--- src/rtl/mvau_ctrl_pkg.sv ---
// Shared types for the MVAU PE fold controller: FSM states, pipeline flag token and width helpers.
package mvau_ctrl_pkg;

  typedef enum logic [0:0] {
    FILL   = 1'b0,
    REPLAY = 1'b1
  } state_e;

  typedef struct packed {
    logic valid;
    logic first;
    logic last;
  } token_t;

  localparam int PERF_W = 32;

  // Counter width that stays legal (>=1 bit) when the range collapses to a single value.
  function automatic int cnt_w(input int n);
    return (n > 1) ? $clog2(n) : 1;
  endfunction

endpackage

--- src/rtl/mvu_pe_fold_ctrl_if.sv ---
// Activation-in and result-out valid/ready handshakes of the PE fold controller.
interface mvu_pe_fold_ctrl_if;
  logic in_v;
  logic in_rdy;
  logic out_v;
  logic out_rdy;

  modport master (output in_v, output out_rdy, input in_rdy, input out_v);
  modport slave  (input in_v, input out_rdy, output in_rdy, output out_v);
endinterface

--- src/rtl/mvu_pe_ctrl_pipe.sv ---
// Flag-token delay line matching the SIMD lane + adder tree depth; PIPE_LAT stages.
// Shifts only while en_i is high so tokens stay aligned with a frozen datapath.
module mvu_pe_ctrl_pipe
  import mvau_ctrl_pkg::*;
#(
  parameter int PIPE_LAT = 2
) (
  input  logic   clk,
  input  logic   rst,
  input  logic   en_i,
  input  token_t tok_i,
  output token_t tap_o
);

  token_t line_q [PIPE_LAT];

  always_ff @(posedge clk) begin
    if (rst) begin
      for (int i = 0; i < PIPE_LAT; i++) line_q[i] <= '0;
    end else if (en_i) begin
      line_q[0] <= tok_i;
      for (int i = 1; i < PIPE_LAT; i++) line_q[i] <= line_q[i-1];
    end
  end

  assign tap_o = line_q[PIPE_LAT-1];

endmodule

--- src/rtl/mvu_pe_fold_ctrl.sv ---
// Fold sequencer for one binary-SIMD PE: buffers activations on the first neuron fold, replays them after.
// One issue per cycle; out_v && !out_rdy freezes the whole datapath. MVAU_CTRL_PERF_EN adds stall/frame counters.
module mvu_pe_fold_ctrl
  import mvau_ctrl_pkg::*;
#(
  parameter int SF       = 4,
  parameter int NF       = 2,
  parameter int PIPE_LAT = 2
) (
  input  logic                      clk,
  input  logic                      rst,
  mvu_pe_fold_ctrl_if.slave         hs,
  output logic                      ibuf_we,
  output logic [cnt_w(SF)-1:0]      ibuf_addr,
  output logic                      ibuf_sel,
  output logic [cnt_w(SF*NF)-1:0]   wmem_addr,
  output logic                      pipe_en,
  output logic                      acc_en,
  output logic                      acc_clr,
  output logic [PERF_W-1:0]         stall_cnt,
  output logic [PERF_W-1:0]         frame_cnt
);

  localparam int SW = cnt_w(SF);
  localparam int NW = cnt_w(NF);
  localparam int WW = cnt_w(SF*NF);

  state_e          state_q, state_d;
  logic [SW-1:0]   sf_q;
  logic [NW-1:0]   nf_q;
  logic [WW-1:0]   waddr_q;
  logic            issue, sf_last, nf_last;
  logic            out_v_q, out_v_d;
  token_t          tok_in, tap;

  assign pipe_en = !(out_v_q && !hs.out_rdy);
  assign sf_last = (sf_q == SW'(SF-1));
  assign nf_last = (nf_q == NW'(NF-1));

  always_ff @(posedge clk) begin
    if (rst) state_q <= FILL;
    else     state_q <= state_d;
  end

  always_comb begin
    state_d   = state_q;
    issue     = 1'b0;
    hs.in_rdy = 1'b0;
    ibuf_sel  = 1'b0;
    case (state_q)
      FILL: begin
        hs.in_rdy = pipe_en;
        issue     = hs.in_v && pipe_en;
        if (issue && sf_last && (NF > 1)) state_d = REPLAY;
      end
      REPLAY: begin
        ibuf_sel = 1'b1;
        issue    = pipe_en;
        if (issue && sf_last && nf_last) state_d = FILL;
      end
      default: state_d = FILL;
    endcase
  end

  assign ibuf_we   = issue && (state_q == FILL);
  assign ibuf_addr = sf_q;
  assign wmem_addr = waddr_q;

  always_ff @(posedge clk) begin
    if (rst) begin
      sf_q    <= '0;
      nf_q    <= '0;
      waddr_q <= '0;
    end else if (issue) begin
      sf_q    <= sf_last ? '0 : sf_q + 1'b1;
      if (sf_last) nf_q <= nf_last ? '0 : nf_q + 1'b1;
      waddr_q <= (waddr_q == WW'(SF*NF-1)) ? '0 : waddr_q + 1'b1;
    end
  end

  always_comb begin
    tok_in       = '0;
    tok_in.valid = issue;
    tok_in.first = issue && (sf_q == '0);
    tok_in.last  = issue && sf_last;
  end

  mvu_pe_ctrl_pipe #(.PIPE_LAT(PIPE_LAT)) u_pipe (
    .clk   (clk),
    .rst   (rst),
    .en_i  (pipe_en),
    .tok_i (tok_in),
    .tap_o (tap)
  );

  assign acc_en  = tap.valid && pipe_en;
  assign acc_clr = acc_en && tap.first;

  // Set wins over clear so a new result can follow an accepted one with no bubble.
  always_comb begin
    out_v_d = out_v_q;
    if (out_v_q && hs.out_rdy) out_v_d = 1'b0;
    if (acc_en && tap.last)    out_v_d = 1'b1;
  end

  always_ff @(posedge clk) begin
    if (rst) out_v_q <= 1'b0;
    else     out_v_q <= out_v_d;
  end

  assign hs.out_v = out_v_q;

`ifdef MVAU_CTRL_PERF_EN
  logic [PERF_W-1:0] stall_q, frame_q;
  logic [NW-1:0]     onf_q;

  // onf_q tracks which neuron fold the next accepted output belongs to.
  always_ff @(posedge clk) begin
    if (rst) begin
      stall_q <= '0;
      frame_q <= '0;
      onf_q   <= '0;
    end else begin
      if (out_v_q && !hs.out_rdy && (stall_q != '1)) stall_q <= stall_q + 1'b1;
      if (out_v_q && hs.out_rdy) begin
        onf_q <= (onf_q == NW'(NF-1)) ? '0 : onf_q + 1'b1;
        if ((onf_q == NW'(NF-1)) && (frame_q != '1)) frame_q <= frame_q + 1'b1;
      end
    end
  end

  assign stall_cnt = stall_q;
  assign frame_cnt = frame_q;
`else
  assign stall_cnt = '0;
  assign frame_cnt = '0;
`endif

endmodule
--- src/flat_wrapper.sv ---
// flat-port wrapper written by rule: the top's interface ports become plain ports
module mvu_pe_fold_ctrl_flat import mvau_ctrl_pkg::*;
#(
  parameter int SF       = 4,
  parameter int NF       = 2,
  parameter int PIPE_LAT = 2
)
  (clk, rst, ibuf_we, ibuf_addr, ibuf_sel, wmem_addr, pipe_en, acc_en, acc_clr, stall_cnt, frame_cnt, hs_in_v, hs_out_rdy, hs_in_rdy, hs_out_v);
  mvu_pe_fold_ctrl_if hs_i ();
  input  logic clk;
  input  logic rst;
  output logic ibuf_we;
  output logic [cnt_w(SF)-1:0] ibuf_addr;
  output logic ibuf_sel;
  output logic [cnt_w(SF*NF)-1:0] wmem_addr;
  output logic pipe_en;
  output logic acc_en;
  output logic acc_clr;
  output logic [PERF_W-1:0] stall_cnt;
  output logic [PERF_W-1:0] frame_cnt;
  input wire logic [$bits(hs_i.in_v)-1:0] hs_in_v;
  input wire logic [$bits(hs_i.out_rdy)-1:0] hs_out_rdy;
  output wire logic [$bits(hs_i.in_rdy)-1:0] hs_in_rdy;
  output wire logic [$bits(hs_i.out_v)-1:0] hs_out_v;
  assign hs_i.in_v = hs_in_v;
  assign hs_i.out_rdy = hs_out_rdy;
  assign hs_in_rdy = hs_i.in_rdy;
  assign hs_out_v = hs_i.out_v;
  mvu_pe_fold_ctrl #(.SF(SF), .NF(NF), .PIPE_LAT(PIPE_LAT)) u_core (.clk(clk), .rst(rst), .hs(hs_i), .ibuf_we(ibuf_we), .ibuf_addr(ibuf_addr), .ibuf_sel(ibuf_sel), .wmem_addr(wmem_addr), .pipe_en(pipe_en), .acc_en(acc_en), .acc_clr(acc_clr), .stall_cnt(stall_cnt), .frame_cnt(frame_cnt));
endmodule
--- config.mk ---
export PLATFORM = sky130hd
export DESIGN_NAME = mvu_pe_fold_ctrl_flat
export DESIGN_NICKNAME = d
export VERILOG_FILES = /design/src/rtl/mvau_ctrl_pkg.sv /design/src/rtl/mvu_pe_fold_ctrl_if.sv /design/src/rtl/mvu_pe_ctrl_pipe.sv /design/src/rtl/mvu_pe_fold_ctrl.sv /design/src/flat_wrapper.sv
export SDC_FILE = /design/constraint.sdc
export NUM_CORES = 1
export LEC_CHECK = 0
export CORE_ASPECT_RATIO = 0.7
export CORE_MARGIN = 3
export CORE_UTILIZATION = 38
export DETAILED_ROUTE_END_ITERATION = 7
export GPL_TIMING_DRIVEN = 0
export PLACE_DENSITY = 0.86
export SLEW_MARGIN = 20
export SYNTH_ARGS = -nofsm -noshare
export SYNTH_HDL_FRONTEND = slang
export SYNTH_SLANG_ARGS = --single-unit
--- constraint.sdc ---
create_clock -name clk -period 3.3 [get_ports clk]
set_clock_uncertainty 0.1 [all_clocks]
set_input_delay 0.66 -clock clk [delete_from_list [all_inputs] [get_ports clk]]
set_output_delay 0.66 -clock clk [all_outputs]
set_load 0.01 [all_outputs]
Word-level counts from Yosys, hierarchy flattened
Memory sizes are Yosys's and may differ from the RTL's.
Index checks and enable logic that the tools add are counted.

word-level totals
  output and inout bits = 76
  memory bits (read-only) = 0
  word-level logic and storage cells = 49
  register bits after elaboration = 8
  input port bits = 4
  memories kept = 1
  bits in latches = 0
  memory bits (writable) = 6

memories
  memory                words  width  rd ports  clocked after memory_dff  wr ports  line                    text
  u_core.u_pipe.line_q  2      3      2         0                         2         mvu_pe_ctrl_pipe.sv:15  token_t line_q [PIPE_LAT];

operators by class
  divide/modulo/power cells = 0
  multiply operators = 0
  equality and inequality tests = 2
  bitwise gates (word level) = 3
  reduce and logical (&&, ||, !) cells = 17
  muxes and demuxes = 18
  $add $sub $neg = 3
  order comparisons = 0
  shift-type cells = 0

operators with widths
  cell                 number
  $logic_and 1x1->1    12
  $mux 1               12
  $mux 3               3
  $pmux 1 s2           2
  $add 3x1->3 const B  1
  $eq 3x3->1 const B   1
  $add 2x1->2 const B  1
  $eq 2x2->1 const B   1
  $logic_not 1->1      2
  $logic_not 2->1      1
  $mux 2               1
  $or 1x1->1           2
  $reduce_and 2->1     1
  $reduce_bool 2->1    1
  $add 1x1->1 const B  1
  $not 1->1            1

Longest topological paths before layout
Gate-level depths: netlist of run 1.

  depth after elaboration = 7
  gate-level depth with buffers = 4
  depth with buffers taken out = 4

By module
A second synthesis of run 1 with hierarchy kept.

unflattened totals
  cells, all modules = 133
  area, all modules = 1189.9 um^2

modules (own cells, without submodules)
  module            times used  area an instance (um^2)  cells each  sequential area each (um^2)
  mvu_pe_fold_ctrl  1           928.4                    117         160.2
  mvu_pe_ctrl_pipe  1           261.5                    16          180.2

Least setup slack after synthesis of run 1
OpenSTA, ideal clock, no wires.

  path type = input to output
  start = in hs_out_rdy
  end = out acc_clr
  required time = 2540 ps
  arrival = 1268 ps
  buffers on the path = 0
  slack = 1272 ps
  stages = 3
  path through = nor2b_4 -> clkinv_1 -> and3_1

on the way
  longest elaborated chain between the ends = 5

ends and longest elaborated chain
  element             line                    text
  start: declaration  flat_wrapper.sv:22      input wire logic [$bits(hs_i.out_rdy)-1:0] hs_out_rdy;
  $logic_not 1->1     mvu_pe_fold_ctrl.sv:36  assign pipe_en = !(out_v_q && !hs.out_rdy);
  $logic_and 1x1->1   mvu_pe_fold_ctrl.sv:36
  $logic_not 1->1     mvu_pe_fold_ctrl.sv:36
  via pipe_en         flat_wrapper.sv:16      output logic pipe_en;
  $logic_and 1x1->1   mvu_pe_fold_ctrl.sv:96  assign acc_en = tap.valid && pipe_en;
  $logic_and 1x1->1   mvu_pe_fold_ctrl.sv:97  assign acc_clr = acc_en && tap.first;
  end: declaration    flat_wrapper.sv:18      output logic acc_clr;

The timed path passes the listed nets, and every way through them passes these cells.

Worst setup path after layout of run 1
  start = in hs_out_rdy
  end = out acc_clr

on the way
  longest elaborated chain between the ends = 5

ends and longest elaborated chain
  element            line
  $logic_not 1->1    mvu_pe_fold_ctrl.sv:36
  $logic_and 1x1->1  mvu_pe_fold_ctrl.sv:36
  $logic_not 1->1    mvu_pe_fold_ctrl.sv:36
  $logic_and 1x1->1  mvu_pe_fold_ctrl.sv:96
  $logic_and 1x1->1  mvu_pe_fold_ctrl.sv:97

No other way between the ends.

==> results.md, run 1 <==
* Endpoint class of the critical path: primary output
* Count of synthesis-stage warnings from yosys at 0
* Die width at 71.6 um
* Share of cells above drive strength 1 at 34.1%
* GRT Resource Usage Total at 10.3%
* Number of routed nets with antenna violations at 0
* Htree depth at 1
* Fraction of synthesized cell area taken by the top area cell type at 42.0%
* Maximum VDD drop at 0.234 mV
* Number of iterations in the first detailed-routing pass at 4
* Num CTS Buffers at 3
* Origin of the worst min-delay path: u_core.wmem_addr[1]
* P_leak at 0.910 nW
* Minimum setup slack among reg-to-reg paths at 1780 ps
* Count of mapped cells out of synthesis at 129
* DIE AREA at 3710 um^2
* DR WL/cell at 7.93 um
* Hold-fix buffer count after cts at 0
* Detailed Place HPWL at 1690 um
* Worst Reg2Reg Path Length in Cells at 4
* Leading cell types by total area after synthesis: buf_4 42%, edfxtp_1 16%, dfxtp_1 14%
* Number of nets at the end of the flow at 221
* Number of diodes at 0
* Crit path time final at 3050 ps
* Worst-Skew Late Latency at 240 ps
* Number of max-slew violations in the final report at 0
* Post-route non-filler standard cell count at 245
* Delay of the slowest cell on the worst path at 470 ps
* Worst hold path cell count at 2
* RSZ-0062 raised after global routing: false
* Post-CTS sizing at 0
* Reported max-cap violation count at 0
* DRC violation total after the first TritonRoute iteration at 26
* Max Clk Rate at 327 MHz
* Placed Cells at 241
* Count of clock tree sinks at 14
* Antenna violations before repair at 0
* Hold crit path type: reg2reg
* Clock root cell: clkbuf_8
* Clock tree from TritonCTS: built
* Buffers inserted during post-CTS setup optimization at 0
* Via density per instance at 3.37
* Number of global-route vias before repair at 680
* GRT overflow at 0
* Crit path kind: in2out
* Capturing point of the worst reg2reg path: u_core.nf_last
* Sum of routed wire length over all layers at 1940 um
* Number of synthesized register bits at 14
* Post-CTS clock slew at the launch and capture registers of the worst setup and hold paths at 60 ps
* Most prevalent standard cell on the critical path: clkdlybuf4s50_1
* Beginning of the worst register-to-register path: u_core.hs.out_v
* Finish-stage setup viols at 0
* Routability cong. at 0.740
* Vias post-DR at 825
* Core outline area at 2670 um^2
* Count of buffers from port buffering at 15
* Register area share after synthesis at 29.8%
* Cell area after technology mapping at 1140 um^2
* Kind of start point of the critical path: primary input
* Data required, critical path at 2540 ps
* Result of the run: finished clean
* Number of primary I/O pins at 80
* Cell area power density at 298 nW/um^2
* CP Max Fanout at 9
* Starting utilization of the core area at 42.9%
* Chain of cells forming the critical path: clkdlybuf4s50_1, nor2b_4, clkinv_1, and3_1, clkdlybuf4s50_1
* Fin. Hold Viols at 0
* Synthesized area per cell at 8.87 um^2
* Portion of the clock cycle consumed by the worst path in the final layout at 92.5%
* Cell type with the highest aggregate area in the netlist: buf_4
* Number of distinct library cells after synthesis at 24
* Hold EP: u_core.wmem_addr[1]
* Number of cell rows at 15
* Clock Tree Buf Depth at 2
* Data arrival time of the critical path at 2290 ps
* Wire length of the first global-routing pass at 3040 um
* DRC viols at 0
* Area Growth Syn to Fin at 42.3%
* Floorplan die height at 51.9 um
* Worst setup path start: hs_out_rdy
* Pin count of the biggest net entering global routing at 11
* Slowest cell on crit path: clkdlybuf4s50_1
* Total negative slack for setup checks at 0 ps
cell families (layout without fill, tap and decap cells):
kind of cell    count (synthesis)  after routing  synth area share, %
buf+inv                        69             88                 44.3
other cells                     1             64                0.328
flops                          14             14                 29.8
simple gates                   26             26                 13.5
fa+ha+maj                       5              5                 5.47
compound gates                 13             13                 5.69
mux                             1              1                0.985
synthesized netlist by cell type, drive strengths merged:
cell type	number
a21oi	7
o21ai	6
ha	5
buf	65
nand2	2
nand2b	1
dfxtp	8
mux2	1
nand4b	1
nor3	1
clkbuf	1
nor2	4
and3	1
edfxtp	6
inv	2
or4	2
nand3	4
and2	7
conb	1
clkinv	1
nor2b	2
or2	1
worst max-delay path: cells and delay by family:
| kind | cells | cell delay [ps] |
|---|---|---|
| simple gates | 2 | 450 |
| buf+inv | 3 | 1180 |
registers in the layout (all words and copies together), names as in the netlist:
| name | flops |
|---|---|
| u_core.hs.out_v | 1 |
| u_core.ibuf_addr | 2 |
| u_core.nf_last | 1 |
| u_core.state_q | 1 |
| u_core.u_pipe.line_q | 6 |
| u_core.wmem_addr | 3 |
where the power goes:
group / switching (mW) / leakage, nW / total (mW) / internal [mW]
sequential: 0.00517 / 0.137 / 0.192 / 0.187
combinational: 0.0598 / 0.744 / 0.129 / 0.0693
clock: 0.0585 / 0.0288 / 0.164 / 0.106
final cells by class:
class                      instances  area (um^2)
inverter                           3         11.3
tap                               34         42.5
clock buffer                       4         55.1
timing repair buffer              15          150
multi-input combinational        109          533
sequential                        14          340
buffer                            66          495
fill                             241         1040
metal layers:
layer  track usage, %  up-vias  part of all wire [%]
met1             12.6      338                    38
li1                 -      453                     -
met4             1.88        0                     0
met5                0        -                     0
met3             4.05        0                    10
met2             17.4       34                    51
worst max path at each step:
stage | end | cells past startpoint | slack, ps
floorplan | acc_clr | 3 | 1270
global placement | acc_clr | 5 | 280
detailed placement | acc_clr | 5 | 270
CTS | acc_clr | 5 | 270
global route | acc_clr | 5 | 140
finish | acc_clr | 5 | 250
cells in the final DEF, fill, tap and decap left out, drive strengths merged:
cell type,netlist,layout
nand4b,1,1
edfxtp,6,6
a21oi,7,7
mux2,1,1
nand3,4,4
dfxtp,8,8
nand2b,1,1
nand2,2,2
buf,65,65
or2,1,1
or4,2,2
nor2b,2,2
and3,1,1
nor2,4,4
clkinv,1,1
and2,7,7
clkbuf,1,5
clkdlybuf4s50,0,15
conb,1,64
nor3,1,1
ha,5,5
inv,2,2
o21ai,6,6
metrics by stage:
stage	hold slack, ps	worst slack (ps)	power, mW	instance area (um^2)	utilization [%]
after global routing	423	137	0.512	1630	61.1
after global placement	385	285	0.320	1570	59.0
after detailed placement	392	272	0.321	1570	59.0
final	406	246	0.485	1630	61.1
after CTS	403	266	0.485	1630	61.1
after floorplan	395	1270	0.301	1380	-
Power figures use the tool's default switching activity.
==> run 2: changes to the inputs <==
CORE_UTILIZATION = 56   (was 38)
DONT_BUFFER_PORTS = 1   (was unset)
PLACE_DENSITY = 0.74   (was 0.86)
clock period = 2.7 ns   (was 3.3 ns; I/O delays follow)
==> run 2 against run 1 <==
Flip-flop and latch count unchanged. Largest power group unchanged. Critical path depth decreased by 2. Final cell count decreased by 11%. Worst setup slack improved by 320 ps. Die area decreased by 29%. Register-to-register slack got worse by 700 ps. Clock power decreased by 7%. Clock-buffer cell count unchanged. First-iteration DRC count decreased by 15%. Highest routed layer unchanged. Core utilization increased by 15 points. Critical path type is now reg2out.
==> results.md, run 2 (synthesized netlist as in run 1, its figures left out) <==
* Area Growth Syn to Fin at 26.3%
* Core outline area at 1890 um^2 (-29%)
* Post-CTS clock slew at the launch and capture registers of the worst setup and hold paths at 90 ps (+30 ps)
* Kind of start point of the critical path: register
* Hold-fix buffer count after cts at 0 (unchanged)
* Antenna violations before repair at 0 (unchanged)
* Post-CTS sizing at 0 (unchanged)
* Routability cong. at 0.695 (-6.1%)
* Maximum VDD drop at 0.308 mV (+32%)
* Crit path time final at 2130 ps
* PnR Total Power at 0.529 mW (+8.9%)
* Number of primary I/O pins at 80 (unchanged)
* Number of global-route vias before repair at 719 (+5.7%)
* Proportion of total power due to net switching at 27.9% (+2.5 points)
* DRC viols at 0 (unchanged)
* Internal Pwr Total at 0.381 mW (+5.2%)
* Fin. Hold Viols at 0 (unchanged)
* Part of the total power dissipated in the clock network at 28.7% (-5.1 points)
* Clock tree from TritonCTS: built
* Max Used Layer: met3
* Pin count of the biggest net entering global routing at 11 (unchanged)
* Detailed Place HPWL at 1770 um (+4.9%)
* Sum of routed wire length over all layers at 2020 um (+4.1%)
* Number of cell rows at 13 (-2)
* Via density per instance at 3.83 (+14%)
* Vias post-DR at 834 (+1.1%)
* Count of buffers from port buffering at 0 (-15)
* Portion of the clock cycle consumed by the worst path in the final layout at 78.9%
* Commonest cells after routing, fill and taps aside: 64 x buf_4, 64 x conb_1, 8 x dfxtp_1, 7 x and2_1, 7 x a21oi_1
* Met1 routed wirelength after detailed routing at 729 um (-2.4%)
* Starting utilization of the core area at 60.6% (+18 points)
* Fill cell count at 146 (-39%)
* P_leak at 0.847 nW (-7.0%)
* Wire length of the first global-routing pass at 3000 um (-1.3%)
* DIE AREA at 2630 um^2 (-29%)
* Result of the run: finished clean
* Cell area power density at 366 nW/um^2 (+23%)
* Number of max-slew violations in the final report at 0 (unchanged)
* Worst-Skew Late Latency at 280 ps (+40 ps)
* Slowest cell on crit path: dfxtp_1
* Crit path kind: reg2out
* Largest register by flop count: u_core.u_pipe.line_q
* Die width at 60.0 um (-16%)
* Reg power frac at 45.1% (+5.5 points)
* Data required, critical path at 2060 ps (-480 ps)
* Count of clock tree sinks at 14 (unchanged)
* Number of diodes at 0 (unchanged)
* Floorplan die height at 43.8 um (-16%)
* Number of buffers and inverters on the critical path at 1 (-2)
* Share of cells above drive strength 1 at 36.7% (+2.6 points)
* CP Max Fanout at 9 (unchanged)
* Number of routed nets with antenna violations at 0 (unchanged)
* DRC violation total after the first TritonRoute iteration at 22 (-15%)
* Htree depth at 1 (unchanged)
* Max Clk Rate at 469 MHz
* Total length of routed met3 wires at 288 um (+48%)
* Delay of the slowest cell on the worst path at 380 ps (-90 ps)
* Clock root cell: clkbuf_4
* Endpoint class of the critical path: primary output
* Net switching power at 0.148 mW (+20%)
* Finish-stage setup viols at 0 (unchanged)
* Share of total power in combinational logic at 26.2% (-0.4 points)
* GRT Resource Usage Total at 15.4% (+5.1 points)
* Number of nets at the end of the flow at 206 (-6.8%)
* Hold crit path type: in2reg
* Buffers inserted during post-CTS setup optimization at 0 (unchanged)
* Data arrival time of the critical path at 1490 ps (-800 ps)
* GRT overflow at 0 (unchanged)
* Chain of cells forming the critical path: nor2b_4, clkinv_1, and3_1
* Reported max-cap violation count at 0 (unchanged)
* Clock Tree Buf Depth at 2 (unchanged)
* Flip-flop count of the largest register, all copies and words added at 6 (unchanged)
* Num CTS Buffers at 3 (unchanged)
* RSZ-0062 raised after global routing: false
* Total negative slack for setup checks at 0 ps (unchanged)
* Largest delay share family, worst path: simple AND/OR/NAND/NOR gates
* Routed length on met2 at 1010 um (+0.50%)
* DR WL/cell at 9.28 um (+17%)
* Number of iterations in the first detailed-routing pass at 4 (unchanged)
==> run 2: cell types whose count changed in the layout (fill, tap and decap cells not counted), sizes merged <==
cell / delta
clkdlybuf4s50: -15
==> run 2: layout make-up <==
cell class              instances  area [um^2]  area share [%]
multi-input cells             109          533            36.9
well taps                      22         27.5            1.91
plain buffers                  66          495            34.3
inverters                       3         11.3           0.780
flip-flops and latches         14          340            23.6
clock buffers                   4         36.3            2.51
==> run 2: through the flow <==
stage	util [%]	instances	instance area (um^2)	worst slack, ps	hold slack [ps]
floorplan	-	192	1380	912	395
global placement	74.6	214	1410	781	403
detailed placement	74.6	214	1410	774	408
CTS	76.5	218	1440	566	341
global route	76.5	218	1440	442	336
finish	76.5	218	1440	569	348
==> run 2: final timing paths <==
path	startpoint	endpoint	slack (ps)	depth (start not counted)
worst max-delay path	u_core.hs.out_v	acc_clr	570	3
worst min-delay path	hs_in_v	u_core.state_q	350	2
worst max register to register	u_core.hs.out_v	u_core.nf_last	1080	4
worst min register to register	u_core.u_pipe.line_q[0][3]	u_core.hs.out_v	430	2
==> run 2: layer usage <==
metal	vias up	global-route usage, %
li1	425	-
met1	359	16.5
met2	50	27.8
met3	0	8.04
met4	0	1.33
met5	-	0
==> run 2: worst reg2reg max path, cell delays in order, from the launching register on <==
cell and delay, ps:
dfxtp_1 380, nor2b_4 210, clkinv_1 290, nand3_1 200, mux2_2 340
==> run 2: power groups by stage <==
stage	logic (mW)	clock network (mW)	registers [mW]
after floorplan	0.128	0	0.241
after global placement	0.131	0	0.242
after detailed placement	0.133	0	0.243
after CTS	0.133	0.156	0.238
after global routing	0.153	0.168	0.240
final	0.139	0.152	0.238
==> variant: new RTL, settings of run 2 <==
Build with the macro `MVAU_CTRL_PERF_EN` defined.
--- a/src/rtl/mvu_pe_fold_ctrl.sv
+++ b/src/rtl/mvu_pe_fold_ctrl.sv
@@ -2,2 +2,4 @@
 // One issue per cycle; out_v && !out_rdy freezes the whole datapath. MVAU_CTRL_PERF_EN adds stall/frame counters.
+`define MVAU_CTRL_PERF_EN
+
 module mvu_pe_fold_ctrl
Behaviour: not the same (Yosys sat finds a counterexample within 10 cycles, from zero or initial values and one cycle with rst high).
==> variant against run 2 <==
- cell area increased to 2.9 times the old value
- non-clock buffer count is 42 lower
- sequential share of layout area is 15 points higher
- total power rose to 4.2 times the old value
- routed wire length increased to 4.9 times the old value
- register-to-register slack got worse by 0.96 ns
- area after synthesis grew to 3.4 times the old value
- critical path type is now reg -> reg
- worst setup slack lost 0.45 ns
- sequential cell count grew 65
==> variant: results (changes against run 2) <==
metric,value,unit,change
cts_buffers,9,,+6
max_stage_delay,0.53,ns,+0.15 ns
grt_antenna_before_repair,0,,unchanged
gp_congestion,0.886,,+27%
pre_cts_ws,-0.209,ns,-0.983 ns
async_reset_ff_share,0,%,unchanged
grt_pass1_wl,15900,um,+430%
cellLeakagePower,0.00138,uW,+63%
dr.first_iter.drc_count,223,,+910%
synth.yosys.seq_area_share,42.4,%,+13 points
diodes,0,,unchanged
synth_nets,455,,
worst_ep_arrival_time,2.74,ns,+1.25 ns
vias,3587,,+330%
grt_pass1_vias,3152,,+340%
dpl.hpwl,7300,um,+310%
clkLatencyLatePin,0.36,ns,+0.08 ns
worst_slew_margin_rel,40.9,%,
critPathSlowestCell,dfxtp_1,,
htree_levels,3,,+2
path_delay_family,simple AND/OR/NAND/NOR gates,,
grt_max_degree,14,,+3
vdd_drop_max,0.319,mV,+3.4%
synthTopCellsByArea,"dfxtp_1, a21oi_1, edfxtp_1, nor2_1, or4_1",,
synth_edf_count,6,,unchanged
path_clk_slew,0.08,ns,
dr.pass1.iters,5,,+1
port-buffer-count,0,,unchanged
nets,468,,+130%
synth_cell_types,51,,+110%
track_usage,25.4,%,+10 points
wl_per_cell,18.0,um,+94%
cts_buffer_depth,2,,unchanged
cts-root-buf,clkbuf_8,,
status,"complete, no violations",,
ys.warnings.count,0,,unchanged
hp-class,in -> reg,,
cp_max_fo,10,,+1
overflow,0,,unchanged
netlist_top_cells_count,"dfxtp_1, nor2_1, a21oi_1",,
drive_above_1_share,9.07,%,-28 points
fillers,577,,+300%
[variant: changes by cell type in the layout (fill, tap and decap cells not counted), moves of 18 or more]
cell,delta
or4_1,+18
nor2_1,+38
a21oi_1,+32
dfxtp_1,+64
nand2_1,+34
conb_1,-64
buf_4,-61
[variant: worst paths after layout]
| path | slack, ns | endpoint | from | cells after the start |
|---|---|---|---|---|
| worst max-delay path | 0.12 | u_core.stall_cnt[21] | u_core.stall_cnt[8] | 8 |
| worst min-delay path | 0.34 | u_core.stall_cnt[31] | rst | 2 |
| worst max register to register | 0.12 | u_core.stall_cnt[21] | u_core.stall_cnt[8] | 8 |
| worst min register to register | 0.42 | u_core.hs.out_v | u_core.u_pipe.line_q[0][3] | 2 |
[variant: cell families after synthesis]
group / share of synthesized area, %
XOR/XNOR: 4.98
AND/OR/NAND/NOR: 28.8
flip-flops: 42.4
adder cells (fa/ha/maj): 1.94
AO/OA/AOI/OAI: 16.8
multiplexers: 1.97
buffers and inverters: 3.11
[variant: power breakdown]
group          internal (uW)  leakage (uW)  switching, uW
registers               1190      0.000661           9.81
clock network            518      0.000104            433
logic                   14.7      0.000619           36.7
total                   1720       0.00138            479
[variant: through the flow]
stage          power [uW]  TNS (ns)  instances  area [um2]
2_1_floorplan        1260         0        445        3870
3_3_place_gp         1270    -0.583        536        3980
3_5_place_dp         1280     -1.85        536        3980
4_1_cts              2220         0        552        4210
5_1_grt              2260  -0.00728        554        4240
6_report             2200         0        554        4240
[variant: final cells by class]
| class | count | area (um2) | area share [%] |
|---|---|---|---|
| Clock buffer | 10 | 128 | 3.01 |
| Sequential cell | 79 | 1640 | 38.8 |
| Clock inverter | 6 | 85.1 | 2.01 |
| Multi-Input combinational cell | 336 | 2120 | 50.1 |
| Buffer | 22 | 98.8 | 2.33 |
| Inverter | 8 | 30.0 | 0.709 |
| Tap cell | 91 | 114 | 2.69 |
| Timing Repair Buffer | 2 | 15.0 | 0.354 |
[variant: layer usage]
| layer | wire length [um] | vias up | track usage, % |
|---|---|---|---|
| met5 | 0 | - | 0 |
| met4 | 90 | 0 | 8.30 |
| met3 | 1070 | 13 | 9.91 |
| met2 | 4350 | 142 | 38.5 |
| met1 | 4440 | 1735 | 33.9 |
| li1 | - | 1697 | - |
[variant: worst reg2reg max path: stages, from the launching register on]
cell	delay, ns
dfxtp_1	0.53
and4_1	0.34
and3_1	0.19
clkbuf_1	0.38
and3_1	0.28
buf_2	0.23
buf_4	0.22
nor4_1	0.06
o21a_1	0.17
[variant: repair_timing]
action	in CTS	in global routing
gates resized for setup	5	6
cloned	0	0
hold buffers	0	0
endpoints found under the setup margin	16	32
setup buffers	0	2
pin swaps	1	1
